<file path="src/rtl/bg_tile_fetcher_pkg.sv">
// Shared definitions for the background tile fetcher: FSM states, LCDC bit
// indices, VRAM offsets, line width and the tile-row decode helper.
package bg_tile_fetcher_pkg;

    typedef enum logic [2:0] {
        StIdle,
        StMap,
        StLo,
        StHi,
        StPush,
        StDrain
    } fetch_state_e;

    // LCDC bit indices
    localparam int unsigned LcdcBgEn    = 0;
    localparam int unsigned LcdcMapSel  = 3;
    localparam int unsigned LcdcTileSel = 4;

    // VRAM byte offsets relative to 0x8000
    localparam logic [12:0] MapBase0       = 13'h1800;
    localparam logic [12:0] MapBase1       = 13'h1C00;
    localparam logic [12:0] TileBaseSigned = 13'h1000;

    localparam int unsigned LinePixelsDefault = 160;

    // Pixel k of a tile row sits at bits [2k+1:2k]; leftmost pixel is the byte MSB.
    function automatic logic [15:0] decode_row(input logic [7:0] lo, input logic [7:0] hi);
        logic [15:0] row;
        row = '0;
        for (int k = 0; k < 8; k++) begin
            row[2*k +: 2] = {hi[7-k], lo[7-k]};
        end
        return row;
    endfunction

endpackage

</file>
<file path="src/rtl/ppu_pixel_fifo.sv">
// Pixel FIFO with 2-bit entries: 8-wide parallel write, single-entry read,
// synchronous flush. A write is dropped if fewer than 8 entries are free.
module ppu_pixel_fifo #(
    parameter int unsigned DEPTH = 16
) (
    input  logic                     iClock,
    input  logic                     iReset,
    input  logic                     iFlush,
    input  logic                     iWrite,
    input  logic [15:0]              iWdata,
    input  logic                     iRead,
    output logic [1:0]               oRdata,
    output logic                     oFull,
    output logic                     oEmpty,
    output logic [$clog2(DEPTH):0]   oFree
);

    localparam int unsigned PtrW = $clog2(DEPTH);

    logic [1:0]      mem_q [DEPTH];
    logic [1:0]      mem_d [DEPTH];
    logic [PtrW-1:0] wr_ptr_q, wr_ptr_d;
    logic [PtrW-1:0] rd_ptr_q, rd_ptr_d;
    logic [PtrW:0]   count_q, count_d;
    logic            do_write;
    logic            do_read;

    assign oRdata = mem_q[rd_ptr_q];
    assign oEmpty = (count_q == '0);
    assign oFull  = (count_q == (PtrW+1)'(DEPTH));
    assign oFree  = (PtrW+1)'(DEPTH) - count_q;

    // Next-state: parallel write, single pop, net occupancy update, flush wins.
    always_comb begin
        mem_d    = mem_q;
        wr_ptr_d = wr_ptr_q;
        rd_ptr_d = rd_ptr_q;
        count_d  = count_q;
        do_write = iWrite && (oFree >= (PtrW+1)'(8));
        do_read  = iRead && !oEmpty;
        if (do_write) begin
            for (int k = 0; k < 8; k++) begin
                mem_d[wr_ptr_q + PtrW'(k)] = iWdata[2*k +: 2];
            end
            wr_ptr_d = wr_ptr_q + PtrW'(8);
        end
        if (do_read) begin
            rd_ptr_d = rd_ptr_q + PtrW'(1);
        end
        count_d = count_q + (do_write ? (PtrW+1)'(8) : '0) - (do_read ? (PtrW+1)'(1) : '0);
        if (iFlush) begin
            wr_ptr_d = '0;
            rd_ptr_d = '0;
            count_d  = '0;
        end
    end

    // Storage and pointer registers.
    always_ff @(posedge iClock or negedge iReset) begin
        if (!iReset) begin
            for (int i = 0; i < int'(DEPTH); i++) begin
                mem_q[i] <= '0;
            end
            wr_ptr_q <= '0;
            rd_ptr_q <= '0;
            count_q  <= '0;
        end else begin
            mem_q    <= mem_d;
            wr_ptr_q <= wr_ptr_d;
            rd_ptr_q <= rd_ptr_d;
            count_q  <= count_d;
        end
    end

endmodule

</file>
<file path="src/rtl/bg_tile_fetcher.sv">
// Background tile fetcher: reads map/pattern bytes from VRAM, decodes 8 pixels
// per tile into a pixel FIFO and streams one scanline over valid/ready.
// Optional feature macro: BG_PALETTE_EN (maps colour index through iBgp at pop).
module bg_tile_fetcher
    import bg_tile_fetcher_pkg::*;
#(
    parameter int unsigned FIFO_DEPTH  = 16,
    parameter int unsigned LINE_PIXELS = LinePixelsDefault
) (
    input  logic        iClock,
    input  logic        iReset,
    input  logic        iStart,
    input  logic [7:0]  iLy,
    input  logic [7:0]  iScx,
    input  logic [7:0]  iScy,
    input  logic [7:0]  iLcdc,
    input  logic [7:0]  iBgp,
    output logic [12:0] oVramAddr,
    output logic        oVramRe,
    input  logic [7:0]  iVramData,
    input  logic        iVramAck,
    output logic [1:0]  oPixel,
    output logic        oPixelValid,
    input  logic        iPixelReady,
    output logic        oBusy,
    output logic        oLineDone
);

    localparam int unsigned FreeW   = $clog2(FIFO_DEPTH) + 1;
    localparam logic [8:0]  LinePix = 9'(LINE_PIXELS);

    fetch_state_e state_q, state_d;
    logic [7:0]   y_q, y_d;
    logic [4:0]   col_q, col_d;
    logic [2:0]   disc_total_q, disc_total_d;
    logic [2:0]   disc_cnt_q, disc_cnt_d;
    logic         bg_en_q, bg_en_d;
    logic         map_sel_q, map_sel_d;
    logic         tile_sel_q, tile_sel_d;
    logic [7:0]   tile_q, tile_d;
    logic [7:0]   lo_q, lo_d;
    logic [7:0]   hi_q, hi_d;
    logic [8:0]   pushed_q, pushed_d;
    logic [8:0]   accepted_q, accepted_d;

    logic             fifo_write;
    logic             fifo_flush;
    logic             fifo_read;
    logic [1:0]       fifo_rdata;
    logic             fifo_empty;
    logic             unused_fifo_full;
    logic [FreeW-1:0] fifo_free;
    logic [15:0]      fifo_wdata;

    logic [12:0] map_addr;
    logic [12:0] tile_base;
    logic [12:0] lo_addr;
    logic        drop;
    logic        line_end;
    logic [8:0]  pushed_next;

    // VRAM addresses for the current fetch step.
    always_comb begin
        map_addr  = (map_sel_q ? MapBase1 : MapBase0) + {3'b000, y_q[7:3], col_q};
        // Signed mode: tile number is a signed offset around 0x1000.
        tile_base = tile_sel_q ? {1'b0, tile_q, 4'b0000}
                               : TileBaseSigned + {tile_q[7], tile_q, 4'b0000};
        lo_addr   = tile_base + {9'd0, y_q[2:0], 1'b0};
    end

    // Pop side: discarded pixels drain internally before anything is presented.
    always_comb begin
        line_end    = (state_q == StDrain) && (accepted_q == LinePix);
        drop        = !fifo_empty && (disc_cnt_q != 3'd0);
        oPixelValid = (state_q != StIdle) && !fifo_empty && (disc_cnt_q == 3'd0)
                      && (accepted_q != LinePix);
        fifo_read   = (oPixelValid && iPixelReady) || drop;
        oLineDone   = line_end;
        oBusy       = (state_q != StIdle) && !line_end;
        fifo_wdata  = bg_en_q ? decode_row(lo_q, hi_q) : 16'h0000;
    end

`ifdef BG_PALETTE_EN
    // Palette lookup on the pixel currently at the FIFO head.
    assign oPixel = iBgp[{fifo_rdata, 1'b0} +: 2];
`else
    logic unused_bgp;
    assign unused_bgp = ^iBgp;
    assign oPixel     = fifo_rdata;
`endif

    // Fetch FSM next-state, VRAM request and counter updates.
    always_comb begin
        state_d      = state_q;
        y_d          = y_q;
        col_d        = col_q;
        disc_total_d = disc_total_q;
        disc_cnt_d   = disc_cnt_q;
        bg_en_d      = bg_en_q;
        map_sel_d    = map_sel_q;
        tile_sel_d   = tile_sel_q;
        tile_d       = tile_q;
        lo_d         = lo_q;
        hi_d         = hi_q;
        pushed_d     = pushed_q;
        accepted_d   = accepted_q;
        oVramRe      = 1'b0;
        oVramAddr    = 13'd0;
        fifo_write   = 1'b0;
        fifo_flush   = 1'b0;
        pushed_next  = pushed_q + 9'd8;

        if (oPixelValid && iPixelReady) begin
            accepted_d = accepted_q + 9'd1;
        end
        if (drop) begin
            disc_cnt_d = disc_cnt_q - 3'd1;
        end

        unique case (state_q)
            StIdle: begin
                if (iStart) begin
                    y_d          = iLy + iScy;
                    col_d        = iScx[7:3];
                    bg_en_d      = iLcdc[LcdcBgEn];
                    map_sel_d    = iLcdc[LcdcMapSel];
                    tile_sel_d   = iLcdc[LcdcTileSel];
                    disc_total_d = iLcdc[LcdcBgEn] ? iScx[2:0] : 3'd0;
                    disc_cnt_d   = iLcdc[LcdcBgEn] ? iScx[2:0] : 3'd0;
                    pushed_d     = 9'd0;
                    accepted_d   = 9'd0;
                    state_d      = iLcdc[LcdcBgEn] ? StMap : StPush;
                end
            end
            StMap: begin
                oVramRe   = 1'b1;
                oVramAddr = map_addr;
                if (iVramAck) begin
                    tile_d  = iVramData;
                    state_d = StLo;
                end
            end
            StLo: begin
                oVramRe   = 1'b1;
                oVramAddr = lo_addr;
                if (iVramAck) begin
                    lo_d    = iVramData;
                    state_d = StHi;
                end
            end
            StHi: begin
                oVramRe   = 1'b1;
                oVramAddr = lo_addr + 13'd1;
                if (iVramAck) begin
                    hi_d    = iVramData;
                    state_d = StPush;
                end
            end
            StPush: begin
                if (fifo_free >= FreeW'(8)) begin
                    fifo_write = 1'b1;
                    col_d      = col_q + 5'd1;
                    pushed_d   = pushed_next;
                    if (pushed_next < LinePix + {6'd0, disc_total_q}) begin
                        state_d = bg_en_q ? StMap : StPush;
                    end else begin
                        state_d = StDrain;
                    end
                end
            end
            StDrain: begin
                if (line_end) begin
                    fifo_flush = 1'b1;
                    state_d    = StIdle;
                end
            end
            default: state_d = StIdle;
        endcase
    end

    // State and datapath registers.
    always_ff @(posedge iClock or negedge iReset) begin
        if (!iReset) begin
            state_q      <= StIdle;
            y_q          <= '0;
            col_q        <= '0;
            disc_total_q <= '0;
            disc_cnt_q   <= '0;
            bg_en_q      <= 1'b0;
            map_sel_q    <= 1'b0;
            tile_sel_q   <= 1'b0;
            tile_q       <= '0;
            lo_q         <= '0;
            hi_q         <= '0;
            pushed_q     <= '0;
            accepted_q   <= '0;
        end else begin
            state_q      <= state_d;
            y_q          <= y_d;
            col_q        <= col_d;
            disc_total_q <= disc_total_d;
            disc_cnt_q   <= disc_cnt_d;
            bg_en_q      <= bg_en_d;
            map_sel_q    <= map_sel_d;
            tile_sel_q   <= tile_sel_d;
            tile_q       <= tile_d;
            lo_q         <= lo_d;
            hi_q         <= hi_d;
            pushed_q     <= pushed_d;
            accepted_q   <= accepted_d;
        end
    end

    ppu_pixel_fifo #(
        .DEPTH (FIFO_DEPTH)
    ) u_fifo (
        .iClock (iClock),
        .iReset (iReset),
        .iFlush (fifo_flush),
        .iWrite (fifo_write),
        .iWdata (fifo_wdata),
        .iRead  (fifo_read),
        .oRdata (fifo_rdata),
        .oFull  (unused_fifo_full),
        .oEmpty (fifo_empty),
        .oFree  (fifo_free)
    );

endmodule

</file>
<file path="config.mk">
export PLATFORM = sky130hd
export DESIGN_NAME = bg_tile_fetcher
export DESIGN_NICKNAME = d
export VERILOG_FILES = /design/src/rtl/bg_tile_fetcher_pkg.sv /design/src/rtl/ppu_pixel_fifo.sv /design/src/rtl/bg_tile_fetcher.sv
export SDC_FILE = /design/constraint.sdc
export NUM_CORES = 1
export LEC_CHECK = 0
export ABC_AREA = 1
export BUFFER_PORTS_ARGS = -buffer_cell sky130_fd_sc_hd__buf_2
export CORE_MARGIN = 4
export CORE_UTILIZATION = 28
export CTS_CLUSTER_SIZE = 40
export DETAILED_ROUTE_END_ITERATION = 8
export GPL_ROUTABILITY_DRIVEN = 0
export GPL_TIMING_DRIVEN = 0
export SLEW_MARGIN = 20
export SYNTH_ARGS = -nofsm -noshare
export SYNTH_HDL_FRONTEND = slang
export SYNTH_HIERARCHICAL = 1
export SYNTH_SLANG_ARGS = --single-unit
</file>
<file path="constraint.sdc">
create_clock -name iClock -period 3.99 [get_ports iClock]
set_input_delay 0.9975 -clock iClock [delete_from_list [all_inputs] [get_ports iClock]]
set_output_delay 0.9975 -clock iClock [all_outputs]
set_load 0.03 [all_outputs]
</file>
==> results of run 1 <==
## flip-flops by register name, summed over array words and instances, names as in the netlist, 4 cells and up
register / count
accepted_q: 9
col_q: 5
hi_q: 8
lo_q: 8
pushed_q: 6
tile_q: 8
u_fifo/count_q: 5
u_fifo/mem_q: 32
u_fifo/rd_ptr_q: 4
y_q: 8
## power groups by stage
stage	clock [W]	combinational [W]	sequential [W]
2_1_floorplan	0	0.00204	0.00173
3_3_place_gp	0	0.00259	0.00180
3_5_place_dp	0	0.00265	0.00181
4_1_cts	0.00107	0.00266	0.00179
5_1_grt	0.00112	0.00300	0.00185
6_report	0.00105	0.00263	0.00180
## critical path: stages, from the launching register on
cell and delay [ns]:
dfrtp_1 0.39, inv_1 0.15, ha_1 0.17, nand2_1 0.05, nor2_1 0.11, ha_1 0.28, inv_1 0.07, inv_1 0.07
a21oi_4 0.24, buf_2 0.29, clkbuf_1 0.35, nand2_1 0.14, ha_1 0.30, inv_1 0.04, ha_1 0.28, a21o_1 0.18
nor2_1 0.13, nand2_1 0.06, nand2_1 0.06, nor2_1 0.04
## worst min path at each step
stage                                start                           to  cells past startpoint  slack (ns)
2_1_floorplan  u_fifo/mem_q[0]$_DFFE_PN0P_  u_fifo/mem_q[0]$_DFFE_PN0P_                      2        0.44
4_1_cts        u_fifo/mem_q[1]$_DFFE_PN0P_  u_fifo/mem_q[1]$_DFFE_PN0P_                      2        0.48
3_5_place_dp   u_fifo/mem_q[1]$_DFFE_PN0P_  u_fifo/mem_q[1]$_DFFE_PN0P_                      2        0.46
6_report       u_fifo/mem_q[0]$_DFFE_PN0P_  u_fifo/mem_q[0]$_DFFE_PN0P_                      2        0.48
3_3_place_gp   u_fifo/mem_q[4]$_DFFE_PN0P_  u_fifo/mem_q[4]$_DFFE_PN0P_                      2        0.46
5_1_grt        u_fifo/mem_q[0]$_DFFE_PN0P_  u_fifo/mem_q[0]$_DFFE_PN0P_                      2        0.49
## through the flow
step / instances / area [sq um] / hold WS, ns / util (%)
after floorplan: 784 / 6130 / 0.442 / -
after global placement: 1117 / 6770 / 0.456 / 31.8
after detailed placement: 1118 / 6800 / 0.460 / 31.9
after CTS: 1134 / 7150 / 0.478 / 33.6
after global routing: 1134 / 7150 / 0.488 / 33.6
final: 1134 / 7150 / 0.477 / 33.6
## layer usage
metal  vias to the layer above  global-route usage (%)
met5                         -                       0
met1                      2323                    17.1
li1                       2649                       -
met4                         0                    4.25
met3                        19                    2.30
met2                        79                    20.9
## area by class of cell
class                      instances  area, sq um
fill                            2260        14100
multi-input combinational        528         2840
sequential                       106         2650
inverter                         124          469
tap                              275          344
timing repair buffer              59          324
clock buffer                      12          256
buffer                            26          174
clock inverter                     4         97.6
==> run metrics, run 1 <==
status complete, no violations; Placement Rows 53; min-delay worst type reg2reg; NetSw 0.00242 W; combinational power share 48.1%; core box area 21300 sq um; Max Clk Rate 285 MHz; CP startpoint u_fifo/count_q[1]$_DFF_PN0_; Arrival @ worst endpoint 3.74 ns; CTS Root Cell clkbuf_16; Die ar. 24300 sq um; CTS Hold Bufs 0; Final Critical Period 3.50 ns; wire per inst 13.2 microns; via count 5070; max cap viols 0; drt total wl 15.0 mm; Power Dens Cells 766 nW/um^2; critical path required time 4.23 ns; Setup Buffers After CTS 0; most frequent cells in the layout nand2_1, inv_1, dfrtp_1; Int Power 0.00305 W; VDD IR-drop max 0.332 mV; I/O Buffers 58; number of detailed-route iterations in the first pass 4; startpoint class of the critical path register; routed length on met2 6.98 mm; post-route setup TNS 0 ns; initial core utilization 28.8%; final-report hold violation count 0; worst skew pair latency 0.35 ns; via-per-instance ratio 4.47; max-slew violations 0; fraction of layout cells with a size suffix above 1 17.2%; final net count 932; num ports 72; Place WS 0.502 ns; r2r worst-path depth 19; clock transition at the registers of the reported paths 0.07 ns; Worst-Margin Slew 0.594 ns; die outline height 156 microns; # DRC 0; Clock Sinks 106; CTS Buf Count 9; P&R area growth vs syn 16.7%; Worst Setup End Kind register; uppermost layer routed met4; synthesized area per cell 7.82 sq um; final count of negative-setup-slack endpoints 0; Flop pwr share 32.8%; initial antenna violation count 0; Setup Skew 0.00948 ns; Sw Share 44.2%; FF-to-FF setup slack 0.49 ns; vias in the first global route 5016; Worst slew margin 60.3%; RR Endpoint u_fifo/count_q[4]$_DFF_PN0_; commonest non-fill, non-tap cell in the layout nand2_1; Mapped Cells 784; Crit Path Class reg2reg; LEAKAGE 3.78 nW; htree depth 3; clock power share 19.1%; RSZ-0062 raised after global routing no; cts repair resizes 0; Mapped Area 6130 sq um; ANT nets after route 0; met3 WL 525 microns; metal1 wirelength 7.22 mm; largest net degree at the start of global routing 77; CTS Buffer Depth 2; Worst Slack Setup Final 0.485 ns; Warnings, synthesis 6; Worst setup endpoint u_fifo/count_q[4]$_DFF_PN0_; first-pass GRT wire length 25.4 mm; initial drt markers 323; Tot Pwr 0.00548 W; post-DP HPWL 11.3 mm; GR Util All Layers 12.8%; fin crit share 87.8%; ant diodes 0; Crit Path Max Fanout 10; DIE WIDTH 156 microns; CTS tree built; Worst R2R Start u_fifo/count_q[1]$_DFF_PN0_; post-synth net total 862; remaining global-route overflow 0
No activity file was read; power rests on OpenSTA's default activity.
==> run 2: changes to the inputs <==
- CORE_MARGIN: 4 -> 8
- CORE_UTILIZATION: 28 -> 47
- PLACE_DENSITY: unset -> 0.66
==> run 2 against run 1 <==
- cell area is 2.5% lower
- register-to-register slack hardly changed
- clock-buffer cell count stayed put
- sequential cell count stayed put
- maximum frequency is 0.40% lower
- cell count is 9.1% lower
- sequential power hardly changed
==> run metrics, run 2 (synthesis gave the netlist of run 1 again) <==
FF-to-FF setup slack 0.47 ns (about the same); RSZ-0062 raised after global routing no; final-report hold violation count 0 (unchanged); Flop pwr share 33.6% (+0.8 points); final count of negative-setup-slack endpoints 0 (unchanged); CTS Buf Count 9 (unchanged); clock power share 17.3% (-1.8 points); fill cell count 1231 (-46%); Die ar. 17000 sq um (-30%); CP startpoint u_fifo/count_q[1]$_DFF_PN0_; worst skew pair latency 0.36 ns (about the same); Register Area 2650 sq um (unchanged); cts repair resizes 0 (unchanged); Worst path top cell family by delay adder cells; I/O Buffers 58 (unchanged); Worst Path Buf+Inv 6 (unchanged); max cap viols 0 (unchanged); initial antenna violation count 0 (unchanged); CTS Buffer Depth 2 (unchanged); core box area 12700 sq um (-40%); via count 5185 (+2.3%); die outline height 130 microns (-17%); CTS Root Cell clkbuf_16; post-DP HPWL 11.1 mm (-2.2%); startpoint class of the critical path register; commonest non-fill, non-tap cell in the layout nand2_1; r2r worst-path depth 19 (unchanged); ANT nets after route 0 (unchanged); vias in the first global route 5245 (+4.6%); Worst path slowest cell dfrtp_1; ant diodes 0 (unchanged); Place WS 0.457 ns (-0.0451 ns); Clock Sinks 106 (unchanged); largest net degree at the start of global routing 63 (-18%); final net count 932 (unchanged); most frequent cells in the layout nand2_1, inv_1, dfrtp_1; Worst Setup End Kind register; Arrival @ worst endpoint 3.76 ns (+0.02 ns); crit path cell chain inv_1, ha_1, nand2_1, nor2_1, ha_1, inv_1, inv_1, a21oi_4, buf_2, clkbuf_1, nand2_1, ha_1, inv_1, ha_1, a21o_1, nor2_1, nand2_1, nand2_1, nor2_1; num ports 72 (unchanged); Worst setup endpoint u_fifo/count_q[4]$_DFF_PN0_; critical path required time 4.23 ns (about the same); Crit Path Class reg2reg; wire per inst 14.0 microns (+5.8%); RR Endpoint u_fifo/count_q[4]$_DFF_PN0_; NetSw 0.00241 W (-0.56%); Max Clk Rate 284 MHz (-0.40%); remaining global-route overflow 0 (unchanged); Critical Path Stages 19 (unchanged); Largest Register u_fifo/mem_q; VDD IR-drop max 0.428 mV (+29%); Worst-Margin Slew 0.592 ns (-0.00140 ns); clock transition at the registers of the reported paths 0.07 ns (about the same); number of detailed-route iterations in the first pass 4 (unchanged); Crit Path Max Fanout 10 (unchanged); LEAKAGE 3.76 nW (-0.42%); htree depth 3 (unchanged); largest registers u_fifo/mem_q x32, accepted_q x9; fin crit share 88.2% (+0.36 points); GR Util All Layers 18.1% (+5.3 points); Setup Skew 0.00937 ns (-0.000110 ns); Int Power 0.00293 W (-4.1%); combinational power share 49.1% (+1.0 points); DIE WIDTH 130 microns (-17%); Multi-input gate area 2840 sq um (unchanged); Worst R2R Start u_fifo/count_q[1]$_DFF_PN0_; Sw Share 45.2% (+0.90 points); min-delay worst type reg2reg; initial core utilization 48.4% (+20 points); fraction of layout cells with a size suffix above 1 17.2% (unchanged); Setup Buffers After CTS 0 (unchanged); P&R area growth vs syn 13.8%; via-per-instance ratio 5.03 (+12%); initial drt markers 278 (-14%); Placement Rows 41 (-23%); Power Dens Cells 765 nW/um^2 (about the same); status complete, no violations; CP max stage delay 0.39 ns (about the same); max-slew violations 0 (unchanged); post-route setup TNS 0 ns (unchanged); Worst slew margin 60.4% (+0.094 points); CTS tree built; CTS Hold Bufs 0 (unchanged); Final Critical Period 3.52 ns (+0.0142 ns); Worst Slack Setup Final 0.471 ns (-0.0142 ns); drt total wl 14.4 mm (-3.8%); # DRC 0 (unchanged); first-pass GRT wire length 24.3 mm (-4.3%); max FFs per register 32 (unchanged)
[run 2: cell types whose count changed in the layout (fill, tap and decap cells not counted)]
cell,previous run,this run
clkinvlp_4,1,0
inv_6,0,1
bufinv_16,3,1
clkinv_2,1,3
[run 2: how the worst min path moves through the flow]
stage,startpoint,to,cells past startpoint
after floorplan,u_fifo/mem_q[0]$_DFFE_PN0P_,u_fifo/mem_q[0]$_DFFE_PN0P_,2
final,u_fifo/mem_q[6]$_DFFE_PN0P_,u_fifo/mem_q[6]$_DFFE_PN0P_,2
after CTS,u_fifo/mem_q[6]$_DFFE_PN0P_,u_fifo/mem_q[6]$_DFFE_PN0P_,2
after global placement,tile_sel_q$_DFFE_PN0P_,tile_sel_q$_DFFE_PN0P_,2
after detailed placement,u_fifo/mem_q[6]$_DFFE_PN0P_,u_fifo/mem_q[6]$_DFFE_PN0P_,2
after global routing,hi_q[7]$_DFFE_PN0P_,hi_q[7]$_DFFE_PN0P_,2
[run 2: per-layer routing]
layer  up-vias  track usage, %  wire (microns)
li1       2664               -               -
met1      2423            22.9            6970
met2        79            30.3            6800
met3        19            2.90             403
met4         0            7.17             246
met5         -               0               0
[run 2: power groups by stage]
stage	logic (W)	registers [W]	clock network [W]
floorplan	0.00204	0.00173	0
global placement	0.00255	0.00179	0
detailed placement	0.00262	0.00181	0
CTS	0.00263	0.00179	0.000936
global route	0.00298	0.00185	0.000980
finish	0.00262	0.00180	0.000923
[run 2: worst register-to-register path: cells and delay by family, from the launching register on]
kind                     cells  cell delay, ns
flip-flops                   1            0.39
AO/OA/AOI/OAI                2            0.42
adder cells (fa/ha/maj)      4            1.02
buffers and inverters        6            0.98
AND/OR/NAND/NOR              7            0.61
[run 2: cell type report]
type / count / area share (%)
Clock inverter: 4 / 0.700
Sequential cell: 106 / 38.0
Multi-Input combinational cell: 528 / 40.6
Tap cell: 172 / 3.09
Clock buffer: 12 / 3.68
Inverter: 124 / 6.73
Buffer: 26 / 2.49
Timing Repair Buffer: 59 / 4.65
[run 2: metrics by stage]
step                      area, sq um  hold WS [ns]  power (W)  std cells  utilization (%)
after floorplan                  6130         0.442    0.00377        784                -
after global placement           6640         0.453    0.00434       1014             52.4
after detailed placement         6670         0.459    0.00443       1015             52.6
after CTS                        6980         0.477    0.00536       1031             55.1
after global routing             6980         0.505    0.00580       1031             55.1
final                            6980         0.477    0.00534       1031             55.1
==> run 3: changes to the inputs <==
- CORE_UTILIZATION: 47 -> 60
- CTS_BUF_LIST: unset -> sky130_fd_sc_hd__clkbuf_4
- PLACE_DENSITY: 0.66 -> 0.82
==> run 3 against run 2 <==
- combinational power barely moved
- cell area fell by 3.3%
- clock power shrank 46%
- worst setup slack lost 0.017 ns
- non-clock buffer count is the same
- routed wire length decreased by 0.91%
- power decreased by 7.6%
- largest power group unchanged
- largest cell class unchanged
- critical path depth did not move
- register-to-register slack got worse by 0.02 ns
- cell count fell by 3.5%
- via count up 2.6%
==> run metrics, run 3 (synthesis gave the netlist of run 1 again) <==
Final Non-Filler Cells 995 (-3.5%); combinational power share 53.5% (+4.4 points); CTS tree built; die outline height 117 microns (-10%); worst skew pair latency 0.46 ns (+0.10 ns); wire per inst 14.4 microns (+2.7%); I/O Buffers 58 (unchanged); core box area 10100 sq um (-20%); CTS Root Cell clkbuf_4; FF-to-FF setup slack 0.45 ns (-0.02 ns); largest net degree at the start of global routing 77 (+22%); via count 5318 (+2.6%); Worst slew margin 59.4% (-0.92 points); max FFs per register 32 (unchanged); Worst path slowest cell dfrtp_1; CTS Hold Bufs 0 (unchanged); CTS Buf Count 9 (unchanged); ANT nets after route 0 (unchanged); initial antenna violation count 0 (unchanged); final net count 932 (unchanged); Final Critical Period 3.54 ns (+0.0167 ns); Setup Buffers After CTS 0 (unchanged); num ports 72 (unchanged); Max Clk Rate 283 MHz (-0.47%); Worst R2R Start u_fifo/count_q[1]$_DFF_PN0_; initial drt markers 376 (+35%); htree depth 3 (unchanged); CP startpoint u_fifo/count_q[1]$_DFF_PN0_; via-per-instance ratio 5.34 (+6.3%); Crit Path Max Fanout 10 (unchanged); Worst path top cell family by delay adder cells; GR Util All Layers 22.9% (+4.8 points); hold slack 0.390 ns (-0.0867 ns); Arrival @ worst endpoint 3.90 ns (+0.14 ns); startpoint class of the critical path register; placed cells 979 (-3.5%); Worst Path Buf+Inv 6 (unchanged); Setup Skew 0.0166 ns (+0.00724 ns); Largest Register u_fifo/mem_q; P&R area growth vs syn 10.0%; max cap viols 0 (unchanged); status complete, no violations; Clock Sinks 106 (unchanged); cts repair resizes 0 (unchanged); Worst-Margin Slew 0.606 ns (+0.0137 ns); critical path required time 4.35 ns (+0.12 ns); Tot Pwr 0.00493 W (-7.6%); Die ar. 13700 sq um (-19%); clock power share 10.0% (-7.3 points); Placement Rows 37 (-9.8%); final count of negative-setup-slack endpoints 0 (unchanged); largest registers u_fifo/mem_q x32, accepted_q x9; Int Power 0.00254 W (-13%); first-pass GRT wire length 24.9 mm (+2.4%); fin crit share 88.6% (+0.42 points); post-DP HPWL 11.1 mm (about the same); final-report hold violation count 0 (unchanged); remaining global-route overflow 0 (unchanged); DIE WIDTH 117 microns (-10%); initial core utilization 60.5% (+12 points); commonest non-fill, non-tap cell in the layout nand2_1; max-slew violations 0 (unchanged); NetSw 0.00240 W (-0.52%); Power Dens Cells 731 nW/um^2 (-4.4%); Worst Slack Setup Final 0.454 ns (-0.0167 ns); Crit Path Class reg2reg; Worst Setup End Kind register; Sw Share 48.6% (+3.4 points); ant diodes 0 (unchanged); CP max stage delay 0.41 ns (+0.02 ns); post-route setup TNS 0 ns (unchanged); Flop pwr share 36.5% (+2.9 points); clock transition at the registers of the reported paths 0.17 ns (+0.10 ns); RSZ-0062 raised after global routing no; number of detailed-route iterations in the first pass 5 (+1); vias in the first global route 5432 (+3.6%); Place WS 0.460 ns (+0.00312 ns); crit path cell chain inv_1, ha_1, nand2_1, nor2_1, ha_1, inv_1, inv_1, a21oi_4, buf_2, clkbuf_1, nand2_1, ha_1, inv_1, ha_1, a21o_1, nor2_1, nand2_1, nand2_1, nor2_1; LEAKAGE 3.68 nW (-2.3%); # DRC 0 (unchanged); CTS Buffer Depth 2 (unchanged); drt total wl 14.3 mm (-0.91%); VDD IR-drop max 0.510 mV (+19%); min-delay worst type in2async; fraction of layout cells with a size suffix above 1 17.2% (unchanged); most frequent cells in the layout nand2_1, inv_1, dfrtp_1
==> run 3: stage by stage <==
stage	cell area, sq um	utilization [%]
floorplan	6130	-
finish	6750	66.5
global placement	6590	65.0
detailed placement	6630	65.3
global route	6750	66.5
CTS	6750	66.5
==> run 3: power groups by stage <==
stage          clock, W  sequential (W)  combinational (W)
3_5_place_dp          0         0.00181            0.00262
3_3_place_gp          0         0.00179            0.00250
5_1_grt        0.000555         0.00185            0.00299
2_1_floorplan         0         0.00173            0.00204
4_1_cts        0.000511         0.00179            0.00264
6_report       0.000494         0.00180            0.00264
==> run 3: layout make-up <==
cell class	count	area, sq um
Fill cell	841	3390
Multi-Input combinational cell	528	2840
Sequential cell	106	2650
Inverter	124	469
Timing Repair Buffer	59	324
Buffer	26	174
Tap cell	136	170
Clock buffer	9	67.6
Clock inverter	7	53.8
==> run 3: layer usage <==
layer  track usage [%]  routed length [microns]  vias up
li1                  -                        -     2656
met1              27.5                     6120     2468
met2              40.3                     7160      169
met3              4.21                      748       25
met4              8.02                      260        0
met5                 0                        0        -
==> run 3: path summary, 6_finish.rpt <==
path	to	cells past startpoint
worst max-delay path	u_fifo/count_q[4]$_DFF_PN0_	19
worst min-delay path	disc_cnt_q[0]$_DFF_PN0_	1
worst max register to register	u_fifo/count_q[4]$_DFF_PN0_	19
worst min register to register	u_fifo/mem_q[0]$_DFFE_PN0P_	2
max in group asynchronous	lo_q[1]$_DFFE_PN0P_	2
min in group iClock	u_fifo/mem_q[0]$_DFFE_PN0P_	2
